### src/rtl/led_shift_latch.sv
// Serial-in/parallel-out LED data receiver: shifts a bit stream into a WIDTH-bit
// register, counts bits per frame and latches completed frames onto q.
module led_shift_latch #(
  parameter int WIDTH      = 8,
  parameter int CNT_W      = 4,
  parameter int LSB_FIRST  = 0,
  parameter int AUTO_LATCH = 1
) (
  input  logic             clk,
  input  logic             reset,
  input  logic             data,
  input  logic             en,
  input  logic             latch,
  output logic             out,
  output logic [WIDTH-1:0] shift_q,
  output logic [WIDTH-1:0] q,
  output logic [CNT_W-1:0] bit_cnt,
  output logic             frame_done,
  output logic             partial,
  output logic             ovf
);

  localparam logic [CNT_W-1:0] FULL_CNT = CNT_W'(WIDTH);
  localparam logic [CNT_W-1:0] LAST_CNT = CNT_W'(WIDTH - 1);

  logic             shift_s;
  logic             latch_ev_s;
  logic             ovf_set_s;
  logic [WIDTH-1:0] shift_n_s;
  logic [CNT_W-1:0] cnt_n_s;

  // Next shift value, next bit count and latch decision for this edge
  always_comb begin
    shift_s   = ~en;
    shift_n_s = shift_q;
    cnt_n_s   = bit_cnt;
    ovf_set_s = 1'b0;
    if (shift_s) begin
      if (LSB_FIRST != 0) begin
        shift_n_s = {data, shift_q[WIDTH-1:1]};
      end else begin
        shift_n_s = {shift_q[WIDTH-2:0], data};
      end
      // Strobe-only mode saturates the count so an overlong frame still reads as full
      if ((AUTO_LATCH == 0) && (bit_cnt == FULL_CNT)) begin
        cnt_n_s   = FULL_CNT;
        ovf_set_s = 1'b1;
      end else begin
        cnt_n_s   = bit_cnt + CNT_W'(1'b1);
        ovf_set_s = 1'b0;
      end
    end else begin
      shift_n_s = shift_q;
      cnt_n_s   = bit_cnt;
      ovf_set_s = 1'b0;
    end
    latch_ev_s = latch || ((AUTO_LATCH != 0) && shift_s && (bit_cnt == LAST_CNT));
  end

  // Shift register, frame latch and status flags
  always_ff @(posedge clk) begin
    if (!reset) begin
      shift_q    <= '0;
      q          <= '0;
      bit_cnt    <= '0;
      frame_done <= 1'b0;
      partial    <= 1'b0;
      ovf        <= 1'b0;
    end else begin
      shift_q <= shift_n_s;
      if (latch_ev_s) begin
        q          <= shift_n_s;
        bit_cnt    <= '0;
        frame_done <= 1'b1;
        partial    <= (cnt_n_s != FULL_CNT);
        ovf        <= 1'b0;
      end else begin
        q          <= q;
        bit_cnt    <= cnt_n_s;
        frame_done <= 1'b0;
        partial    <= partial;
        ovf        <= ovf | ovf_set_s;
      end
    end
  end

  // Cascade bit is the one the next shift pushes out
  assign out = (LSB_FIRST != 0) ? shift_q[0] : shift_q[WIDTH-1];

endmodule
### config.mk
export PLATFORM = sky130hd
export DESIGN_NAME = led_shift_latch
export DESIGN_NICKNAME = d
export VERILOG_FILES = /design/src/rtl/led_shift_latch.sv
export SDC_FILE = /design/constraint.sdc
export NUM_CORES = 1
export LEC_CHECK = 0
export BUFFER_PORTS_ARGS = -buffer_cell sky130_fd_sc_hd__buf_2
export CAP_MARGIN = 15
export CELL_PAD_IN_SITES_DETAIL_PLACEMENT = 0
export CELL_PAD_IN_SITES_GLOBAL_PLACEMENT = 1
export CORE_MARGIN = 2
export CORE_UTILIZATION = 38
export CTS_CLUSTER_SIZE = 10
export DETAILED_ROUTE_END_ITERATION = 8
export PLACE_DENSITY = 0.87
export SYNTH_ARGS = -nofsm -noshare
export SYNTH_HDL_FRONTEND = slang
export SYNTH_SLANG_ARGS = --single-unit
### constraint.sdc
create_clock -name clk -period 3.6 [get_ports clk]
set_input_delay 0.72 -clock clk [delete_from_list [all_inputs] [get_ports clk]]
set_output_delay 0.72 -clock clk [all_outputs]
set_load 0.05 [all_outputs]
==> results of run 1 <==
[per-layer routing]
layer  part of all wire  track usage  wire, um  vias up
met1               0.48       0.1566       719      264
met4                  0      0.06757         0        0
met5                  0            0         0        -
met2               0.46       0.2251       691       18
met3              0.056      0.03509        84        0
li1                   -            -         -      310
[power groups by stage]
| stage | combinational, mW | clock, mW | sequential (mW) |
|---|---|---|---|
| floorplan | 0.0220 | 0 | 0.273 |
| global placement | 0.0463 | 0 | 0.257 |
| detailed placement | 0.0465 | 0 | 0.257 |
| CTS | 0.0468 | 0.136 | 0.252 |
| global route | 0.0499 | 0.147 | 0.252 |
| finish | 0.0464 | 0.132 | 0.251 |
[cells by family after synthesis]
kind of cell,count (synthesis)
fa+ha+maj,1
flops,22
mux,9
xor+xnor,4
compound gates,11
other cells,1
simple gates,20
buf+inv,8
[synth_stat cells]
library cell  instances  share of area
xor2_1                1          0.010
mux2i_1               9           0.11
nor2b_1               8          0.060
conb_1                1         0.0045
nor2_1                5          0.022
nor2b_2               1          0.010
a21oi_1               1         0.0060
nand2b_1              1         0.0075
clkbuf_1              1         0.0045
nor3b_1               1         0.0090
buf_2                 1         0.0060
nor4b_1               1          0.010
buf_4                 4          0.036
a31oi_1               1         0.0075
o2bb2ai_1             9          0.094
xnor2_1               3          0.031
ha_1                  1          0.015
nand4b_1              1          0.010
nand2_1               1         0.0045
and2_1                1         0.0075
dfxtp_1              22           0.53
inv_2                 2         0.0090
[final cells by class]
cell class,instances,area share
clock buffers,4,0.03616
inverters,2,0.007481
multi-input cells,46,0.3491
flip-flops and latches,22,0.4389
well taps,27,0.03367
repair buffers,27,0.1347
[worst paths after layout]
check | startpoint | end | slack (ns) | depth (start not counted)
worst min register to register | q[0] | q[0] | 0.48 | 1
worst max-delay path | bit_cnt[2] | bit_cnt[2] | 1.81 | 1
worst min-delay path | q[0] | q[0] | 0.48 | 1
worst max register to register | bit_cnt[0] | q[7] | 1.96 | 5
[stage by stage]
stage / std cells / cell area (um^2) / setup slack [ns] / utilization / total power, mW
2_1_floorplan: 76 / 837.1 / 1.800 / - / 0.2954
3_3_place_gp: 124 / 967.2 / 1.648 / 0.4783 / 0.3032
3_5_place_dp: 124 / 967.2 / 1.599 / 0.4783 / 0.3035
4_1_cts: 128 / 1003 / 1.796 / 0.4963 / 0.4349
5_1_grt: 128 / 1003 / 1.737 / 0.4963 / 0.4491
6_report: 128 / 1003 / 1.811 / 0.4963 / 0.4295
[flip-flops by register name, summed over array words and instances, names as in the netlist]
name and flops:
q 8, shift_q 8, bit_cnt 4, frame_done 1, partial 1
==> impl_metrics.toml, run 1 <==
[run_status]
outcome = "finished, final reports clean"

[critical_path]
crit_type = "reg -> out"
path_buf_inv = 1
max_stage_delay_ns = 0.46
startpoint_type = "flop"
cp_top_family = "flip-flops"
path_max_fanout = 6
critPathSlowestCell = "dfxtp_1"
end_kind = "primary output"
worstPathRequired_ns = 2.88
worstPathCellList = "buf_2"
arrival_ns = 1.07

[worst_hold_path]
hold_path_class = "reg -> reg"

[layout]
layout.cells.most_common = "buf_2"
drive_above_1_share = 0.3366
fin_nets = 108
antenna_cells = 0
multi_input_area_um2 = 350.3
register_area_um2 = 440.4
final_cell_mix = "buf_2, dfxtp_1, mux2i_1, o2bb2ai_1, nor2b_1"
fillers = 195
area_growth_pct = 19.88

[timing]
setup_violations = 0
holdWs_ns = 0.4821
period_minus_slack_ns = 1.789
rsz0062_at_grt = "false"
tns_ns = 0
drv_slew = 0
finalCritPeriodShare = 0.4969
skew_ns = 0.004592
fmax_mhz = 559.0
hold_viol = 0

[route]
wirelength_um = 1495
post_drt_wl_per_cell_um = 11.68
ant_nets = 0
drc = 0
viasPerCell = 4.625
drtIter0Drc = 5
first_pass_iters = 4
vias = 592

[placement]
hpwl_um = 1095
io_buffer_count = 27
gp_congestion = 0.7620

[yosys]
yosys.area_share.simple = 0.1420
synthAdderAreaFrac = 0.01495
muxShareOfSynthArea = 0.1076
ys_seq_area_frac = 0.5262
synth_area_um2 = 837.1
synth_xor_area_frac = 0.04185
synth-compound-area-share = 0.1076
syn_nets = 82
synth_cell_types = 22
synth_cells = 76
synth_warnings = 0
postSynthAreaPerCell_um2 = 11.01
yosys_register_bits = 22
synth_top_family_by_area = "simple AND/OR/NAND/NOR gates"

[global_route]
grt_pass1_vias = 606
antenna_found_initial = 0
grt_util_all_layers = 0.1342
grt_pass1_wl_um = 2635
grt.overflow.total = 0
grt_max_degree = 15

[floorplan]
core_area_um2 = 2022
die_y_um = 50.94
io_pins = 29
fp-row-count = 16
die_area_um2 = 2594
initial_utilization = 0.4140
die_x_um = 50.94

[clock_tree]
path_clk_slew_ns = 0.12
cts_resized = 0
cts_max_path_buffers = 2
postCtsHoldBufs = 0
numCtsBuffers = 3
worst_skew_pair.late_latency_ns = 0.30
cts_tree = "done"
cts_root_buf = "clkbuf_4"
cts_max_level = 1
cts_setup_buffers = 0
clock-sinks = 22

[power]
p_per_area_nw_per_um2 = 428.0
peakVddDrop_v = 0.0002358
p_int_uw = 322.8
p_clk_frac = 0.306
combPwrFrac = 0.108
power.switching_uw = 106.7
seq_power_share = 0.585
total_leakage_power_nw = 0.4641
switching_share = 0.2484

[flow_run]
cap_violations = 0
(Power assumes the default switching activity.)
==> run 2, diff against run 1 <==
ABC_AREA = 1   (was unset)
CORE_UTILIZATION = 30   (was 38)
PLACE_DENSITY = 0.79   (was 0.87)
clock period = 1.45 ns   (was 3.6 ns; I/O delays follow)
==> impl_metrics.toml, run 2 <==
[run_status]
outcome = "finished, final reports clean"

[yosys]
synthTopCellsByArea = "dfxtp_1, nand2_1, o21ai_0"
ys_seq_area_frac = 0.5223
synth_warnings = 0
synth_cells = 107
synth_top_area_share = 0.5223
synth_edf_count = 0
synth_cell_types = 18
yosys_register_bits = 22
synthTopCellsByCount = "nand2_1, dfxtp_1, o21ai_0, nor2_1, inv_1"
synth_ff_type = "dfxtp_1"
synthArstFlopShare = 0
synth.most_common_cell = "nand2_1"
synth_area_leader_cell = "dfxtp_1"
synth_area_um2 = 843.3
syn_nets = 113
postSynthAreaPerCell_um2 = 7.881

[layout]
area_growth_pct = 24.33
final_cell_mix = "nand2_1, buf_2, dfxtp_1"
drive_above_1_share = 0.3037
antenna_cells = 0
layout.cells.most_common = "nand2_1"
reg_top3 = "q: 8 flops, shift_q: 8 flops, bit_cnt: 4 flops"
fin_nets = 142

[clock_tree]
clock-sinks = 22
postCtsHoldBufs = 0
cts_tree = "done"
cts_max_level = 1
numCtsBuffers = 3
worst_skew_pair.late_latency_ns = 0.30
cts_max_path_buffers = 2
path_clk_slew_ns = 0.12
cts_resized = 0
cts_setup_buffers = 0
cts_root_buf = "clkbuf_4"

[timing]
setup_violations = 0
drv_slew = 0
hold_viol = 0
rsz0062_at_grt = "false"
period_minus_slack_ns = 1.321
holdWs_ns = 0.2448
finalCritPeriodShare = 0.9110
tns_ns = 0
fmax_mhz = 757.0
skew_ns = 0.001920

[worst_hold_path]
worstHoldPathCells = 3
hold_path_end = "shift_q[0]"
hold_start = "data"
hold_path_class = "in -> reg"

[route]
first_pass_iters = 4
ant_nets = 0
drtIter0Drc = 8
vias = 741
wirelength_um = 1782
viasPerCell = 4.464
drc = 0
post_drt_wl_per_cell_um = 10.73

[critical_path]
cp-startpoint = "bit_cnt[0]"
worstPathRequired_ns = 1.69
crit_type = "reg -> reg"
startpoint_type = "flop"
path_max_fanout = 10
reg2reg_slack_ns = 0.13
end_kind = "flop"
rr_startpoint = "bit_cnt[0]"
arrival_ns = 1.56
reg2reg_depth = 6
regToRegEndpoint = "bit_cnt[1]"

[global_route]
grt_pass1_wl_um = 3091
grt.overflow.total = 0
grt_max_degree = 14
grt_pass1_vias = 730
grt_util_all_layers = 0.1206
antenna_found_initial = 0

[placement]
hpwl_um = 1317
gp_congestion = 0.7850
io_buffer_count = 27

[flow_run]
cap_violations = 0

[floorplan]
die_area_um2 = 3251
io_pins = 29
core_area_um2 = 2710
die_x_um = 57.02
initial_utilization = 0.3112
die_y_um = 57.02
fp-row-count = 19

[power]
total_leakage_power_nw = 0.5536
p_per_area_nw_per_um2 = 1286
peakVddDrop_v = 0.0005272
run 2: area by class of cell:
type	instances	area [um^2]
sequential	22	442.9
fill	300	1662
tap	31	38.79
multi-input combinational	70	330.3
timing repair buffer	28	142.6
clock inverter	1	30.03
clock buffer	3	22.52
inverter	11	41.29
run 2: how the worst max path moves through the flow:
stage                     cells after the start    endpoint  slack [ns]
after detailed placement                      6  bit_cnt[1]        0.16
final                                         6  bit_cnt[1]        0.13
after global routing                          6  bit_cnt[1]       0.004
after global placement                        6  bit_cnt[1]        0.19
after CTS                                     6  bit_cnt[1]        0.12
after floorplan                               6  bit_cnt[0]        0.10
run 2: worst max-delay path, stage by stage, from the launching register on:
cell	delay (ns)
dfxtp_2	0.36
ha_1	0.23
nand4_2	0.12
nand2_2	0.08
nor2_4	0.23
inv_2	0.11
a21oi_1	0.13
run 2: stage by stage:
step	util	instances	setup slack, ns	total power [mW]	area, um^2
5_1_grt	0.3869	166	0.004237	1.397	1049
2_1_floorplan	-	107	0.1034	0.8481	845.8
3_5_place_dp	0.3675	162	0.1579	0.8975	996.0
6_report	0.3869	166	0.1290	1.348	1049
3_3_place_gp	0.3675	162	0.1920	0.8963	996.0
4_1_cts	0.3869	166	0.1222	1.363	1049
run 2: logic make-up after synthesis:
family	synth area share
and+or+nand+nor	0.2418
DFF	0.5223
AOI/OAI and AO/OA	0.1068
buffers and inverters	0.08604
muxes	0.02374
adders and majority gates	0.01483
other	0.004447
run 2: routing by layer:
layer  GRT usage  wire [um]  vias up
met3     0.02268        132        2
met4     0.07309         16        0
li1            -          -      387
met1      0.1638        839      329
met2      0.1773        793       23
met5           0          0        -
run 2: where the power goes:
group / internal (mW) / total, mW / switching, mW / leakage (nW)
logic: 0.0493 / 0.231 / 0.182 / 0.344
clock network: 0.279 / 0.465 / 0.186 / 0.0279
registers: 0.635 / 0.653 / 0.0172 / 0.181
total: 0.964 / 1.35 / 0.385 / 0.554
